$ cat src/rtl/ifu_pkg.sv
// Shared types, constants and helpers for the instruction fetch unit.
// Latency: not applicable (package only).
// Backpressure: not applicable (package only).
package ifu_pkg;

  localparam int INSTR_W    = 32;
  localparam int ENTRY_PC_W = 64;

  // Opcode field value in bits [31:21] that marks the HALT word.
  localparam logic [10:0] HALT_OPC = 11'h7FF;

  typedef enum logic {
    ST_RUN    = 1'b0,
    ST_HALTED = 1'b1
  } ifu_state_e;

  // One prefetch queue entry; pc is sized for the widest supported PC and
  // zero-extended by the fetch unit.
  typedef struct packed {
    logic [ENTRY_PC_W-1:0] pc;
    logic [INSTR_W-1:0]    instr;
  } ifu_entry_t;

  function automatic logic is_halt(input logic [INSTR_W-1:0] word);
    return (word >> 21) == INSTR_W'(HALT_OPC);
  endfunction

endpackage

$ cat src/rtl/ifu_queue.sv
// Generic synchronous FIFO with flush; registered storage, head visible combinationally.
// Latency: a pushed entry is visible at the head the cycle after the push.
// Backpressure: full_o signals no room; push while full is legal only with a same-cycle pop.
module ifu_queue #(
  parameter int WIDTH = 8,
  parameter int DEPTH = 4,
  localparam int AW = $clog2(DEPTH),
  localparam int CW = AW + 1
) (
  input  logic             clk,
  input  logic             rst_n,
  input  logic             flush_i,
  input  logic             push_i,
  input  logic [WIDTH-1:0] push_dat_i,
  input  logic             pop_i,
  output logic [WIDTH-1:0] pop_dat_o,
  output logic [CW-1:0]    count_o,
  output logic             empty_o,
  output logic             full_o
);

  logic [WIDTH-1:0] mem_q [DEPTH];
  logic [AW-1:0]    wr_ptr_q;
  logic [AW-1:0]    rd_ptr_q;
  logic [CW-1:0]    cnt_q;
  logic             do_push;
  logic             do_pop;

  assign empty_o   = (cnt_q == '0);
  assign full_o    = (cnt_q == CW'(DEPTH));
  assign do_pop    = pop_i && !empty_o;
  assign do_push   = push_i && (!full_o || do_pop);
  assign count_o   = cnt_q;
  assign pop_dat_o = mem_q[rd_ptr_q];

  // Pointer and occupancy bookkeeping; a flush discards every entry.
  always_ff @(posedge clk or negedge rst_n) begin
    if (!rst_n) begin
      wr_ptr_q <= '0;
      rd_ptr_q <= '0;
      cnt_q    <= '0;
    end else if (flush_i) begin
      wr_ptr_q <= '0;
      rd_ptr_q <= '0;
      cnt_q    <= '0;
    end else begin
      if (do_push) wr_ptr_q <= wr_ptr_q + AW'(1);
      if (do_pop)  rd_ptr_q <= rd_ptr_q + AW'(1);
      case ({do_push, do_pop})
        2'b10:   cnt_q <= cnt_q + CW'(1);
        2'b01:   cnt_q <= cnt_q - CW'(1);
        default: cnt_q <= cnt_q;
      endcase
    end
  end

  // Storage write; contents need no reset because the count gates visibility.
  always_ff @(posedge clk) begin
    if (do_push && !flush_i) mem_q[wr_ptr_q] <= push_dat_i;
  end

  // A push into a full queue without a pop means the producer ignored its credits.
  always_ff @(posedge clk) begin
    if (rst_n) assert (!(push_i && full_o && !do_pop && !flush_i));
  end

endmodule

$ cat src/rtl/instr_fetch_unit.sv
// Instruction fetch: issues IMem word requests, queues {pc,instr}, hands them to decode; optional IFU_PERF_CNT_EN adds perf counters.
// Latency: a response is offered to decode the cycle after it returns; redirect takes effect on the next cycle.
// Backpressure: decode stalls via id_ready; requests are credit-limited by queue room and MAX_OUTST.
module instr_fetch_unit
  import ifu_pkg::*;
#(
  parameter int              PC_W      = 64,
  parameter int              ADDR_W    = 12,
  parameter int              DEPTH     = 4,
  parameter int              MAX_OUTST = 2,
  parameter logic [PC_W-1:0] RESET_PC  = '0
) (
  input  logic              clk,
  input  logic              rst_n,
  output logic              imem_req_valid,
  input  logic              imem_req_ready,
  output logic [ADDR_W-1:0] imem_req_addr,
  input  logic              imem_rsp_valid,
  input  logic [31:0]       imem_rsp_data,
  output logic              id_valid,
  input  logic              id_ready,
  output logic [31:0]       id_instr,
  output logic [PC_W-1:0]   id_pc,
  input  logic              redirect_valid,
  input  logic [PC_W-1:0]   redirect_pc,
  output logic              halted
`ifdef IFU_PERF_CNT_EN
  ,
  output logic [31:0]       perf_fetched,
  output logic [31:0]       perf_flushes
`endif
);

  localparam int CW = $clog2(DEPTH) + 1;

  ifu_state_e      state_q, state_d;
  logic [PC_W-1:0] fetch_pc_q, fetch_pc_d;
  logic [CW-1:0]   drop_cnt_q, drop_cnt_d;
  logic            stop_fetch_q, stop_fetch_d;
  logic            active_q;

  ifu_entry_t      push_entry;
  ifu_entry_t      head_entry;
  logic [PC_W-1:0] rsp_pc;
  logic [CW-1:0]   q_count;
  logic [CW-1:0]   outst;
  logic [CW-1:0]   outst_next;
  logic [CW:0]     credit_used;
  logic            q_empty, q_full, pcq_empty, pcq_full;
  logic            req_fire, pop_fire, halt_pop, q_flush, q_push, rsp_drop;
  logic            unused_ok;

  assign credit_used    = {1'b0, q_count} + {1'b0, outst};
  assign imem_req_valid = active_q && (state_q == ST_RUN) && !stop_fetch_q &&
                          (outst < CW'(MAX_OUTST)) && (credit_used < (CW+1)'(DEPTH));
  assign imem_req_addr  = {fetch_pc_q[ADDR_W-1:2], 2'b00};
  assign req_fire       = imem_req_valid && imem_req_ready;
  assign outst_next     = outst + CW'(req_fire) - CW'(imem_rsp_valid);

  assign id_valid = !q_empty;
  assign id_instr = q_empty ? '0 : head_entry.instr;
  assign id_pc    = q_empty ? '0 : head_entry.pc[PC_W-1:0];
  assign halted   = (state_q == ST_HALTED);

  // Redirect wins over a pop; a popped HALT flushes whatever followed it.
  assign pop_fire = id_valid && id_ready && !redirect_valid;
  assign halt_pop = pop_fire && is_halt(head_entry.instr);
  assign q_flush  = redirect_valid || halt_pop;
  assign rsp_drop = redirect_valid || halt_pop || (drop_cnt_q != '0) || (state_q == ST_HALTED);
  assign q_push   = imem_rsp_valid && !rsp_drop;

  assign unused_ok = ^{q_full, pcq_full, head_entry.pc};

  // Zero-extend the response PC into the shared entry layout.
  always_comb begin
    push_entry                = '0;
    push_entry.pc[PC_W-1:0]   = rsp_pc;
    push_entry.instr          = imem_rsp_data;
  end

  // PC of every in-flight request, popped in order as responses return;
  // its occupancy is the outstanding-request count.
  ifu_queue #(
    .WIDTH (PC_W),
    .DEPTH (DEPTH)
  ) u_pc_q (
    .clk        (clk),
    .rst_n      (rst_n),
    .flush_i    (1'b0),
    .push_i     (req_fire),
    .push_dat_i (fetch_pc_q),
    .pop_i      (imem_rsp_valid),
    .pop_dat_o  (rsp_pc),
    .count_o    (outst),
    .empty_o    (pcq_empty),
    .full_o     (pcq_full)
  );

  // Prefetch queue feeding decode.
  ifu_queue #(
    .WIDTH ($bits(ifu_entry_t)),
    .DEPTH (DEPTH)
  ) u_prefetch_q (
    .clk        (clk),
    .rst_n      (rst_n),
    .flush_i    (q_flush),
    .push_i     (q_push),
    .push_dat_i (push_entry),
    .pop_i      (pop_fire),
    .pop_dat_o  (head_entry),
    .count_o    (q_count),
    .empty_o    (q_empty),
    .full_o     (q_full)
  );

  // Next-state: PC advance, drop accounting, HALT stop and redirect override.
  always_comb begin
    state_d      = state_q;
    fetch_pc_d   = fetch_pc_q;
    drop_cnt_d   = drop_cnt_q;
    stop_fetch_d = stop_fetch_q;

    if (req_fire) fetch_pc_d = fetch_pc_q + PC_W'(4);
    if (imem_rsp_valid && (drop_cnt_q != '0)) drop_cnt_d = drop_cnt_q - CW'(1);
    if (q_push && is_halt(imem_rsp_data)) stop_fetch_d = 1'b1;

    case (state_q)
      ST_RUN: begin
        // Anything still in flight after HALT belongs to the dead path.
        if (halt_pop) begin
          state_d    = ST_HALTED;
          drop_cnt_d = outst_next;
        end
      end
      ST_HALTED: state_d = ST_HALTED;
    endcase

    // Every request still in flight after this cycle is on the old path.
    if (redirect_valid) begin
      state_d      = ST_RUN;
      fetch_pc_d   = redirect_pc & ~PC_W'(3);
      drop_cnt_d   = outst_next;
      stop_fetch_d = 1'b0;
    end
  end

  // State register; active_q holds off requests until the first cycle after reset.
  always_ff @(posedge clk or negedge rst_n) begin
    if (!rst_n) begin
      state_q      <= ST_RUN;
      fetch_pc_q   <= RESET_PC;
      drop_cnt_q   <= '0;
      stop_fetch_q <= 1'b0;
      active_q     <= 1'b0;
    end else begin
      state_q      <= state_d;
      fetch_pc_q   <= fetch_pc_d;
      drop_cnt_q   <= drop_cnt_d;
      stop_fetch_q <= stop_fetch_d;
      active_q     <= 1'b1;
    end
  end

  // Responses are in order and only ever answer an issued request.
  always_ff @(posedge clk) begin
    if (rst_n && imem_rsp_valid) assert (!pcq_empty);
  end

`ifdef IFU_PERF_CNT_EN
  logic [31:0] perf_fetched_q;
  logic [31:0] perf_flushes_q;

  // Saturating counts of words delivered to decode and redirects taken.
  always_ff @(posedge clk or negedge rst_n) begin
    if (!rst_n) begin
      perf_fetched_q <= '0;
      perf_flushes_q <= '0;
    end else begin
      if (pop_fire && (perf_fetched_q != '1))       perf_fetched_q <= perf_fetched_q + 32'd1;
      if (redirect_valid && (perf_flushes_q != '1)) perf_flushes_q <= perf_flushes_q + 32'd1;
    end
  end

  assign perf_fetched = perf_fetched_q;
  assign perf_flushes = perf_flushes_q;
`endif

endmodule

$ cat config.mk
export PLATFORM = sky130hd
export DESIGN_NAME = instr_fetch_unit
export DESIGN_NICKNAME = d
export VERILOG_FILES = /design/src/rtl/ifu_pkg.sv /design/src/rtl/ifu_queue.sv /design/src/rtl/instr_fetch_unit.sv
export SDC_FILE = /design/constraint.sdc
export NUM_CORES = 1
export LEC_CHECK = 0
export ABC_CLOCK_PERIOD_IN_PS = 4600
export CORE_ASPECT_RATIO = 1.75
export CORE_MARGIN = 2
export CORE_UTILIZATION = 50
export CTS_CLUSTER_SIZE = 25
export DETAILED_ROUTE_END_ITERATION = 10
export PLACE_DENSITY = 0.72
export SLEW_MARGIN = 20
export SYNTH_ARGS = -nofsm -noshare
export SYNTH_HDL_FRONTEND = slang
export SYNTH_SLANG_ARGS = --single-unit
$ cat constraint.sdc
create_clock -name clk -period 4.6 [get_ports clk]
set_clock_uncertainty 0.05 [all_clocks]
set_input_delay 0.92 -clock clk [delete_from_list [all_inputs] [get_ports clk]]
set_output_delay 0.92 -clock clk [all_outputs]
set_load 0.02 [all_outputs]
; ---- Word level (Yosys, flattened, before mapping)
; Memory sizes are Yosys's and may differ from the RTL's.
; Cells that the tools add are included.
[word_totals]
output_inout_bits = 111
reg_bits = 84
ram_bits = 640
wordCells = 99
mem_count = 2
in_bits = 102
[classes]
bitwise_logic = 1
reduce_logical = 38
n_eq_ne = 8
n_mux = 24
n_addsub = 13
n_lt_le_gt_ge = 2
[memory_table]
columns = memory, depth, word_bits, rd, rd_ports_with_merged_regs, write_ports, line_no
row1 = u_prefetch_q.mem_q, 4, 96, 1, 0, 1, ifu_queue.sv:22  ; logic [WIDTH-1:0] mem_q [DEPTH];
row2 = u_pc_q.mem_q, 4, 64, 1, 0, 1, ifu_queue.sv:22
[ops]
columns = operator, count
row1 = two-way mux 64 bit, 3
row2 = "adder 64 x 3 -> 64 bit, second input constant", 1
row3 = two-way mux 32 bit, 1
row4 = "== test 11 bit, second input constant", 2
row5 = logical AND 1 bit, 16
row6 = two-way mux 3 bit, 5
row7 = one-hot mux 3 bit (2 select lines), 2
row8 = nonzero test 2 bit, 5
row9 = "subtractor 3 x 1 -> 3 bit, second input constant", 3
row10 = "adder 2 x 1 -> 2 bit, second input constant", 4
row11 = zero test 1 bit, 8
row12 = two-way mux 1 bit, 8
row13 = two-way mux 2 bit, 4
row14 = "adder 3 x 1 -> 3 bit, second input constant", 2
row15 = "== test 3 bit, second input constant", 2
row16 = zero test 3 bit, 2
row17 = nonzero test 3 bit, 2
row18 = logical OR 1 bit, 5
row19 = adder 3 x 3 -> 4 bit, 1
row20 = "== test 2 x 1 -> 1 bit, second input constant", 2
row21 = "== test 2 bit, second input constant", 2
row22 = "< comparator 4 x 3 -> 1 bit, second input constant", 1
row23 = adder 3 x 1 -> 3 bit, 1
row24 = "< comparator 3 x 2 -> 1 bit, second input constant", 1
row25 = other kinds (3), 3

; ---- Longest topological paths before layout
; Gate-level depths: netlist of the first run.
[logic_depth]
depth_word = 14
mapped_depth = 11
mapped_depth_nobuf = 9

; ---- Hierarchy
; From an unflattened synthesis of the first run, not the netlist that was laid out.
[unflattened]
cells_unflattened = 1589
hier_area_um2 = 29200.5
[modules_own_cells]
columns = module, area_per_inst_um2, seq_area_each_um2, cells_per_inst, instances
row1 = ifu_queue at u_prefetch_q, 14420.1, 11706.2, 566, 1
row2 = ifu_queue at u_pc_q, 9801.9, 7862.5, 401, 1
row3 = instr_fetch_unit, 4978.5, 1701.6, 622, 1

; ---- Worst setup path before layout of the first run
; No wires, ideal clock.
[synth_path]
path_type = register -> register
startpoint = register u_prefetch_q.rd_ptr_q[0]
endpoint = memory u_prefetch_q.mem_q[0][0] (netlist name), enable pin
setup_time_ns = 0.464
t_arrival_ns = 3.880
n_path_buf = 2
period_less_slack_ns = 4.394
stages_incl_launch_ff = 8
required_ns = 4.086
path_slack_ns = 0.206
cell_sequence = dfrtp_1 -> buf_2 -> buf_4 -> mux4_2 -> nand4_1 -> o41ai_4 -> nor2_1 -> and2_1
[synth_via]
elab_chain_len = 12
word_cells_on_any_way = 13
cone_classes = eq/ne: 1 / mux: 2 / reduce/logical: 9 / memory: 1
[synth_rtl]
columns = item, line_no
row1 = from (decl), ifu_queue.sv:24  ; logic [AW-1:0] rd_ptr_q;
row2 = from (signal assigned), ifu_queue.sv:48  ; if (do_pop) rd_ptr_q <= rd_ptr_q + AW'(1);
row3 = memory read (4 x 96 bit) *, --
row4 = == test 11 bit *, ifu_pkg.sv:25  ; return (word >> 21) == INSTR_W'(HALT_OPC);
row5 = logical AND 1 bit *, instr_fetch_unit.sv:67  ; assign halt_pop = pop_fire && is_halt(head_entry.instr);
row6 = logical OR 1 bit *, "instr_fetch_unit.sv:68, instr_fetch_unit.sv:69"
row7 = logical OR 1 bit (2 in a row), instr_fetch_unit.sv:69  ; assign rsp_drop = redirect_valid || halt_pop || (drop_cnt_q != '0) || (state_q == ST_HALTED);
row8 = zero test 1 bit, instr_fetch_unit.sv:70  ; assign q_push = imem_rsp_valid && !rsp_drop;
row9 = logical AND 1 bit, instr_fetch_unit.sv:70
row10 = logical AND 1 bit, ifu_queue.sv:32  ; assign do_push = push_i && (!full_o || do_pop);
row11 = logical AND 1 bit *, ifu_queue.sv:59  ; if (do_push && !flush_i) mem_q[wr_ptr_q] <= push_dat_i;
row12 = two-way mux 1 bit *, ifu_queue.sv:59
row13 = two-way mux 1 bit (implied by the code) *, ifu_queue.sv:59
row14 = to (decl), ifu_queue.sv:22
; Every way passes the cells marked *; elsewhere a longest branch is shown, timed or not.

; ---- Final worst setup path of the first run
[layout_path]
startpoint = register u_prefetch_q.rd_ptr_q[0]
endpoint = output id_pc[60]
[layout_via]
elab_chain_len = 2
[layout_rtl]
columns = item, line_no
row1 = memory read (4 x 96 bit), --
row2 = two-way mux 64 bit, instr_fetch_unit.sv:62  ; assign id_pc = q_empty ? '0 : head_entry.pc[PC_W-1:0];
row3 = to (decl), instr_fetch_unit.sv:23  ; output logic [PC_W-1:0] id_pc,
; No other way between the ends.

==> impl_metrics.ini, run 1 <==
[clock_tree]
clkSinkCount = 706
clockBufferDepth = 3
clk_pin_slew_ps = 70
cts_setup_buffers = 0
cts_root_buf = clkbuf_16
cts_max_level = 2
cts.repair.resized = 0
cts_tree = yes
clkLatencyLatePin_ps = 620
cts_hold_buf = 0
cts_buffers = 59

[die]
die_h_um = 318
fp-row-count = 115
die_area_mm2 = 0.0585
core_area_mm2 = 0.0561
io_pins = 213
initial_core_util_pct = 50.4
die_w_um = 184

[synthesis]
syn_area_mm2 = 0.0283
postSynthAreaPerCell_um2 = 18.6
synth_cell_types = 55
synth-edff-count = 624
seq_area_frac_synth_pct = 73.6
async_flop_share_pct = 11.6
ys_ff_latch = 706
syn_inst = 1516
synth_ff_type = edfxtp_1
synth_warnings = 0

[global_route]
grt_pass1_wl_mm = 90.3
grtUsageMet2_pct = 36.7
grt_busiest_layer = met2
grt_overflow = 0
use_met1_pct = 25.5
grt_usage_pct = 20.6
grt_max_degree = 72
antenna_found_initial = 4
grt_pass1_vias = 15222
use_met3_pct = 3.34

[worst_setup_path]
path_class = flop to output port
arrival_ps = 3250
crit_path_start_kind = flop
critPathMaxFanout = 29
required_ps = 3630
reg2regPathDepth = 6
reg2reg_to = u_prefetch_q.mem_q[2][66]
worstSetupEndpointType = output port
r2r_setup_slack_ps = 880
r2r-start = u_prefetch_q.rd_ptr_q[0]

[pwr]
p_sw_share_pct = 27.4
vdd_drop_max_mv = 0.390
power_w = 0.0177
p_per_area_mw_per_mm2 = 532
pwr-share-comb_pct = 24.3
p_leak_nw = 10.6
internal_power_w = 0.0129
p_clk_share_pct = 30.7
p_switching_w = 0.00486
p_seq_share_pct = 45.0

[sta]
max_freq_ghz = 0.237
layout_setup_ws_ps = 382
rsz0062_at_grt = false
slew_viol_final = 0
max_slew_margin_pct = 33.4
tightestPinTransition_ps = 992
hold_ws_ps = 296
setup_viol = 0
tns_ps = 0
period_share_pct = 91.7
hold_viol = 0
min_period_ps = 4220

[routing]
routed_wl_mm = 59.4
dr.pass1.iters = 5
num_vias = 14610
drtIter0Drc = 1100
drc_errors = 0
drtAntennaViolNets = 0
routedWlPerCell_um = 23.9
via_per_inst = 5.88

[final_layout]
drive_gt1_share_pct = 17.6
multiInputGateArea_mm2 = 0.00701
layout.nets = 1851
area_delta_synth_final_pct = 17.8
fillers = 4073
ff_latch_area_mm2 = 0.0208

[placed_design]
dp_slack_ps = 509
io_buffers = 206
dp_hpwl_mm = 38.0
place.gp.congestion = 0.869

[outcome]
status = finished, final reports clean

[run]
drv_cap = 0

[min_path]
hold_class = input pin to asynchronous set/reset pin
==> per-stage QoR <==
step	utilization [%]	instances	instance area [um^2]
after floorplan	-	1519	28300
after global placement	55.5	2371	31100
after detailed placement	55.5	2371	31100
after CTS	59.3	2483	33300
after global routing	59.3	2484	33300
final	59.3	2485	33300
==> logic make-up (layout without fill, tap and decap cells) <==
logic type / Yosys count / count (layout) / share of synthesized area (%)
AO/OA/AOI/OAI: 106 / 106 / 2.30
XOR/XNOR: 43 / 43 / 1.33
adder cells (fa/ha/maj): 19 / 19 / 0.921
buffers and inverters: 108 / 370 / 1.73
flip-flops: 706 / 706 / 73.6
multiplexers: 162 / 162 / 12.7
other: 2 / 7 / 0.0266
AND/OR/NAND/NOR: 370 / 370 / 7.46
==> power groups by stage <==
stage	Sequential (W)	Clock, W	Combinational, W
floorplan	0.00789	0	0.00278
global placement	0.00809	0	0.00428
detailed placement	0.00812	0	0.00436
CTS	0.00798	0.00554	0.00438
global route	0.00802	0.00576	0.00462
finish	0.00797	0.00545	0.00430
==> layer usage <==
layer | vias up | part of all wire, %
met5 | - | 0.039
met4 | 4 | 2.9
met3 | 90 | 6.4
met2 | 495 | 53
met1 | 7568 | 38
li1 | 6453 | -
==> cell usage in the layout, fill, tap and decap left out, drive strengths merged, types with 9 or more instances in the layout <==
cell type      count
nand4             27
clkbuf            74
inv               27
nor2              51
clkinv            18
bufinv            13
nand2             70
o21ai             52
dfrtp             82
buf               30
nor4              13
and4               9
ha                16
a31oi             30
clkdlybuf4s50    204
o31ai             16
or3               16
xnor2             37
edfxtp           624
nand3             27
or4               17
and2             104
nor3              16
mux4             156
==> registers in the layout (all words and copies together), names as in the netlist, 2 cells and up <==
signal / flops
u_prefetch_q.rd_ptr_q: 2
u_prefetch_q.count_o: 3
u_pc_q.count_o: 3
drop_cnt_q: 3
u_prefetch_q.wr_ptr_q: 2
u_prefetch_q.mem_q: 376
u_pc_q.wr_ptr_q: 2
fetch_pc_q: 62
u_pc_q.rd_ptr_q: 2
u_pc_q.mem_q: 248
==> synth_stat cells, types with 2 or more instances <==
cell type    n  share of area (%)
edfxtp_1   624                 66
mux4_2     156                 12
and2_1     103                2.3
dfrtp_1     82                7.3
nand2_1     70               0.93
nor2_1      51               0.68
clkbuf_1    45               0.60
o21ai_0     43               0.76
xnor2_1     37                1.1
a31oi_1     30               0.66
nand3_1     27               0.48
nand4_1     26               0.58
inv_1       23               0.31
buf_4       16               0.43
ha_1        16               0.71
o31ai_1     16               0.43
or3_1       16               0.35
or4_1       16               0.43
nor3_1      13               0.23
buf_2       12               0.21
nor4_1      11               0.24
buf_1       10               0.13
and4_1       9               0.28
o21ai_1      9               0.16
and3_1       7               0.15
xor2_1       6               0.19
mux2i_1      4               0.14
fa_1         3               0.21
nor3_2       3               0.11
a21oi_1      2              0.035
a41o_1       2              0.071
conb_1       2              0.027
mux2_2       2              0.080
nand2b_1     2              0.044
nand4bb_1    2              0.080
==> cell type report <==
class                           instances  share of cell area [%]
Sequential cell                       706                    62.5
Clock inverter                         38                    1.66
Tap cell                              702                    2.64
Timing Repair Buffer                  234                    7.03
Multi-Input combinational cell        705                    21.1
Inverter                               24                   0.271
Clock buffer                           74                    4.82
Antenna cell                            2                  0.0150
==> critical path, stage by stage (launching register included) <==
cell	delay, ps
dfrtp_4	810
buf_4	440
mux4_2	580
and2_1	200
clkdlybuf4s50_1	550
==> worst max path at each step <==
| stage | start | endpoint | slack [ps] | cells after the start |
|---|---|---|---|---|
| finish | u_prefetch_q.rd_ptr_q[0] | id_pc[60] | 380 | 4 |
| global route | u_prefetch_q.rd_ptr_q[0] | id_pc[60] | 190 | 4 |
| floorplan | u_prefetch_q.rd_ptr_q[0] | u_prefetch_q.mem_q[0][0] | 210 | 7 |
| CTS | u_prefetch_q.rd_ptr_q[0] | id_pc[60] | 270 | 4 |
| detailed placement | id_ready | u_prefetch_q.count_o[2] | 510 | 9 |
| global placement | id_ready | u_prefetch_q.count_o[2] | 570 | 9 |
No activity file was read; power rests on OpenSTA's default activity.
==> run 2: changes to the inputs <==
HOLD_SLACK_MARGIN = 0.03   (was not set)
==> results of run 2 <==
Same layout as run 1: the final DEF is identical, and so are final timing and power.
==> run 3: changes to the inputs <==
CAP_MARGIN = 40   (was not set)
SLEW_MARGIN = not set   (was 20)
==> run 3 against run 2 <==
  * Via count is essentially flat
  * Count of clock-buffer cells in the layout shrank 2
  * Register-to-register slack gained 50 ps
  * Cell count shrank 0.12%
  * Sequential share of layout area grew 0.27 points
  * First-iteration DRC count shrank 7.5%
  * Setup slack gained 22 ps
  * Non-clock buffer count grew 1
  * Sequential power is essentially flat
  * Utilization shrank 0.26 points
  * Critical path type unchanged
  * Critical endpoint is now id_pc[50]
  * Largest power group unchanged
  * Highest routed layer unchanged
==> impl_metrics.ini, run 3 (synthesized netlist as in run 1, its figures left out) <==
[clock_tree]
clockBufferDepth = 3
cts.repair.resized = 0
clk_pin_slew_ps = 70
cts_hold_buf = 0
clkLatencyLatePin_ps = 610
cts_buffers = 58
cts_setup_buffers = 0
cts_root_buf = clkbuf_16
cts_tree = yes
clkSinkCount = 706
cts_max_level = 2

[run]
drv_cap = 0

[routing]
highest_layer = met5
dr.pass1.iters = 5
routed-wl-met3_mm = 3.18
drc_errors = 0
wl_met2_mm = 31.5
drtIter0Drc = 1017
num_vias = 14608
drtAntennaViolNets = 0
routed_wl_mm = 59.0
via_per_inst = 5.89
routedWlPerCell_um = 23.8
wl_met1_mm = 22.5

[pwr]
p_sw_share_pct = 27.8
vdd_drop_max_mv = 0.394
p_leak_nw = 10.6
internal_power_w = 0.0126
p_clk_share_pct = 29.5
p_seq_share_pct = 45.8
p_switching_w = 0.00483
p_per_area_mw_per_mm2 = 525
pwr-share-comb_pct = 24.6

[die]
die_w_um = 184
die_area_mm2 = 0.0585
core_area_mm2 = 0.0561
die_h_um = 318
fp-row-count = 115
initial_core_util_pct = 50.4
io_pins = 213

[final_layout]
largest-register = u_prefetch_q.mem_q
area_delta_synth_final_pct = 17.3
fillers = 4048
layout.nets = 1851
final_common_cell = edfxtp_1
layout_common_cells = edfxtp_1, clkdlybuf4s50_1, mux4_2
largest_registers = u_prefetch_q.mem_q (376), u_pc_q.mem_q (248), fetch_pc_q (62)
drive_gt1_share_pct = 17.5
largest_register_ffs = 376

[worst_setup_path]
r2r_setup_slack_ps = 930
reg2regPathDepth = 6
worstSetupEndpointType = output port
critPathMaxFanout = 44
arrival_ps = 3230
r2r-start = u_prefetch_q.rd_ptr_q[0]
cp_num_buf_inv = 2
crit_path_start_kind = flop
reg2reg_to = u_prefetch_q.mem_q[2][2]
path_class = flop to output port
required_ps = 3630
critical_path.cell_chain = buf_12 -> mux4_2 -> and2_1 -> clkdlybuf4s50_1
cp_slowest_stage_delay_ps = 810
cp_top_family = buffers and inverters
slowest_stage = dfrtp_4

[min_path]
hold_class = input pin to asynchronous set/reset pin

[global_route]
grt_usage_pct = 20.5
grt_pass1_wl_mm = 90.4
antenna_found_initial = 4
grt_pass1_vias = 15220
grt_max_degree = 72
grt_overflow = 0

[outcome]
status = finished, final reports clean

[sta]
tightestPinTransition_ps = 791
rsz0062_at_grt = false
setup_viol = 0
max_slew_margin_pct = 47.2
layout_setup_ws_ps = 405
max_freq_ghz = 0.238
period_share_pct = 91.2
min_period_ps = 4200
hold_viol = 0
tns_ps = 0
slew_viol_final = 0

[placed_design]
dp_hpwl_mm = 38.0
place.gp.congestion = 0.869
dp_slack_ps = 511
io_buffers = 206
run 3: cell count changes in the layout (fill, tap and decap cells not counted):
cell | previous run | this run
clkinv_8 | 1 | 0
diode_2 | 2 | 1
clkinv_4 | 2 | 3
clkinv_2 | 11 | 12
inv_8 | 1 | 0
clkbuf_16 | 60 | 59
bufinv_16 | 13 | 8
clkinv_1 | 4 | 6
clkbuf_8 | 5 | 7
inv_6 | 2 | 4
buf_2 | 1 | 2
clkbuf_1 | 9 | 6
run 3: power groups by stage:
stage,combinational [W],clock (W),sequential (W)
global placement,0.00428,0,0.00809
CTS,0.00437,0.00524,0.00798
floorplan,0.00278,0,0.00789
global route,0.00461,0.00546,0.00802
detailed placement,0.00436,0,0.00812
finish,0.00429,0.00514,0.00797
run 3: worst max path at each step:
stage / start / endpoint / slack [ps] / cells after the start
detailed placement: id_ready / u_prefetch_q.count_o[2] / 510 / 9
global placement: id_ready / u_prefetch_q.count_o[2] / 570 / 9
global route: u_prefetch_q.rd_ptr_q[0] / id_pc[60] / 200 / 4
CTS: u_prefetch_q.rd_ptr_q[0] / id_pc[60] / 270 / 4
floorplan: u_prefetch_q.rd_ptr_q[0] / u_prefetch_q.mem_q[0][0] / 210 / 7
finish: u_prefetch_q.rd_ptr_q[0] / id_pc[50] / 400 / 4
run 3: layout make-up:
| type | instances | area (um^2) | share of cell area (%) |
|---|---|---|---|
| sequential | 706 | 20800 | 62.8 |
| multi-input combinational | 705 | 7010 | 21.2 |
| timing repair buffer | 235 | 2340 | 7.08 |
| clock buffer | 72 | 1600 | 4.81 |
| tap | 702 | 878 | 2.65 |
| clock inverter | 37 | 414 | 1.25 |
| inverter | 24 | 90.1 | 0.272 |
| antenna | 1 | 2.50 | 0.00755 |
run 3: metal layers:
| metal | global-route usage, % | vias up |
|---|---|---|
| li1 | - | 6439 |
| met5 | 0 | - |
| met4 | 6.72 | 6 |
| met3 | 2.98 | 93 |
| met2 | 36.8 | 491 |
| met1 | 25.6 | 7579 |
run 3: metrics by stage:
step | hold WS, ps | util, % | power, W | area (um^2) | instances
after global routing | 338 | 59.0 | 0.0181 | 33100 | 2481
after global placement | 467 | 55.5 | 0.0124 | 31100 | 2371
after floorplan | 434 | - | 0.0107 | 28300 | 1519
after CTS | 304 | 59.0 | 0.0176 | 33100 | 2481
final | 305 | 59.1 | 0.0174 | 33100 | 2482
after detailed placement | 491 | 55.5 | 0.0125 | 31100 | 2372
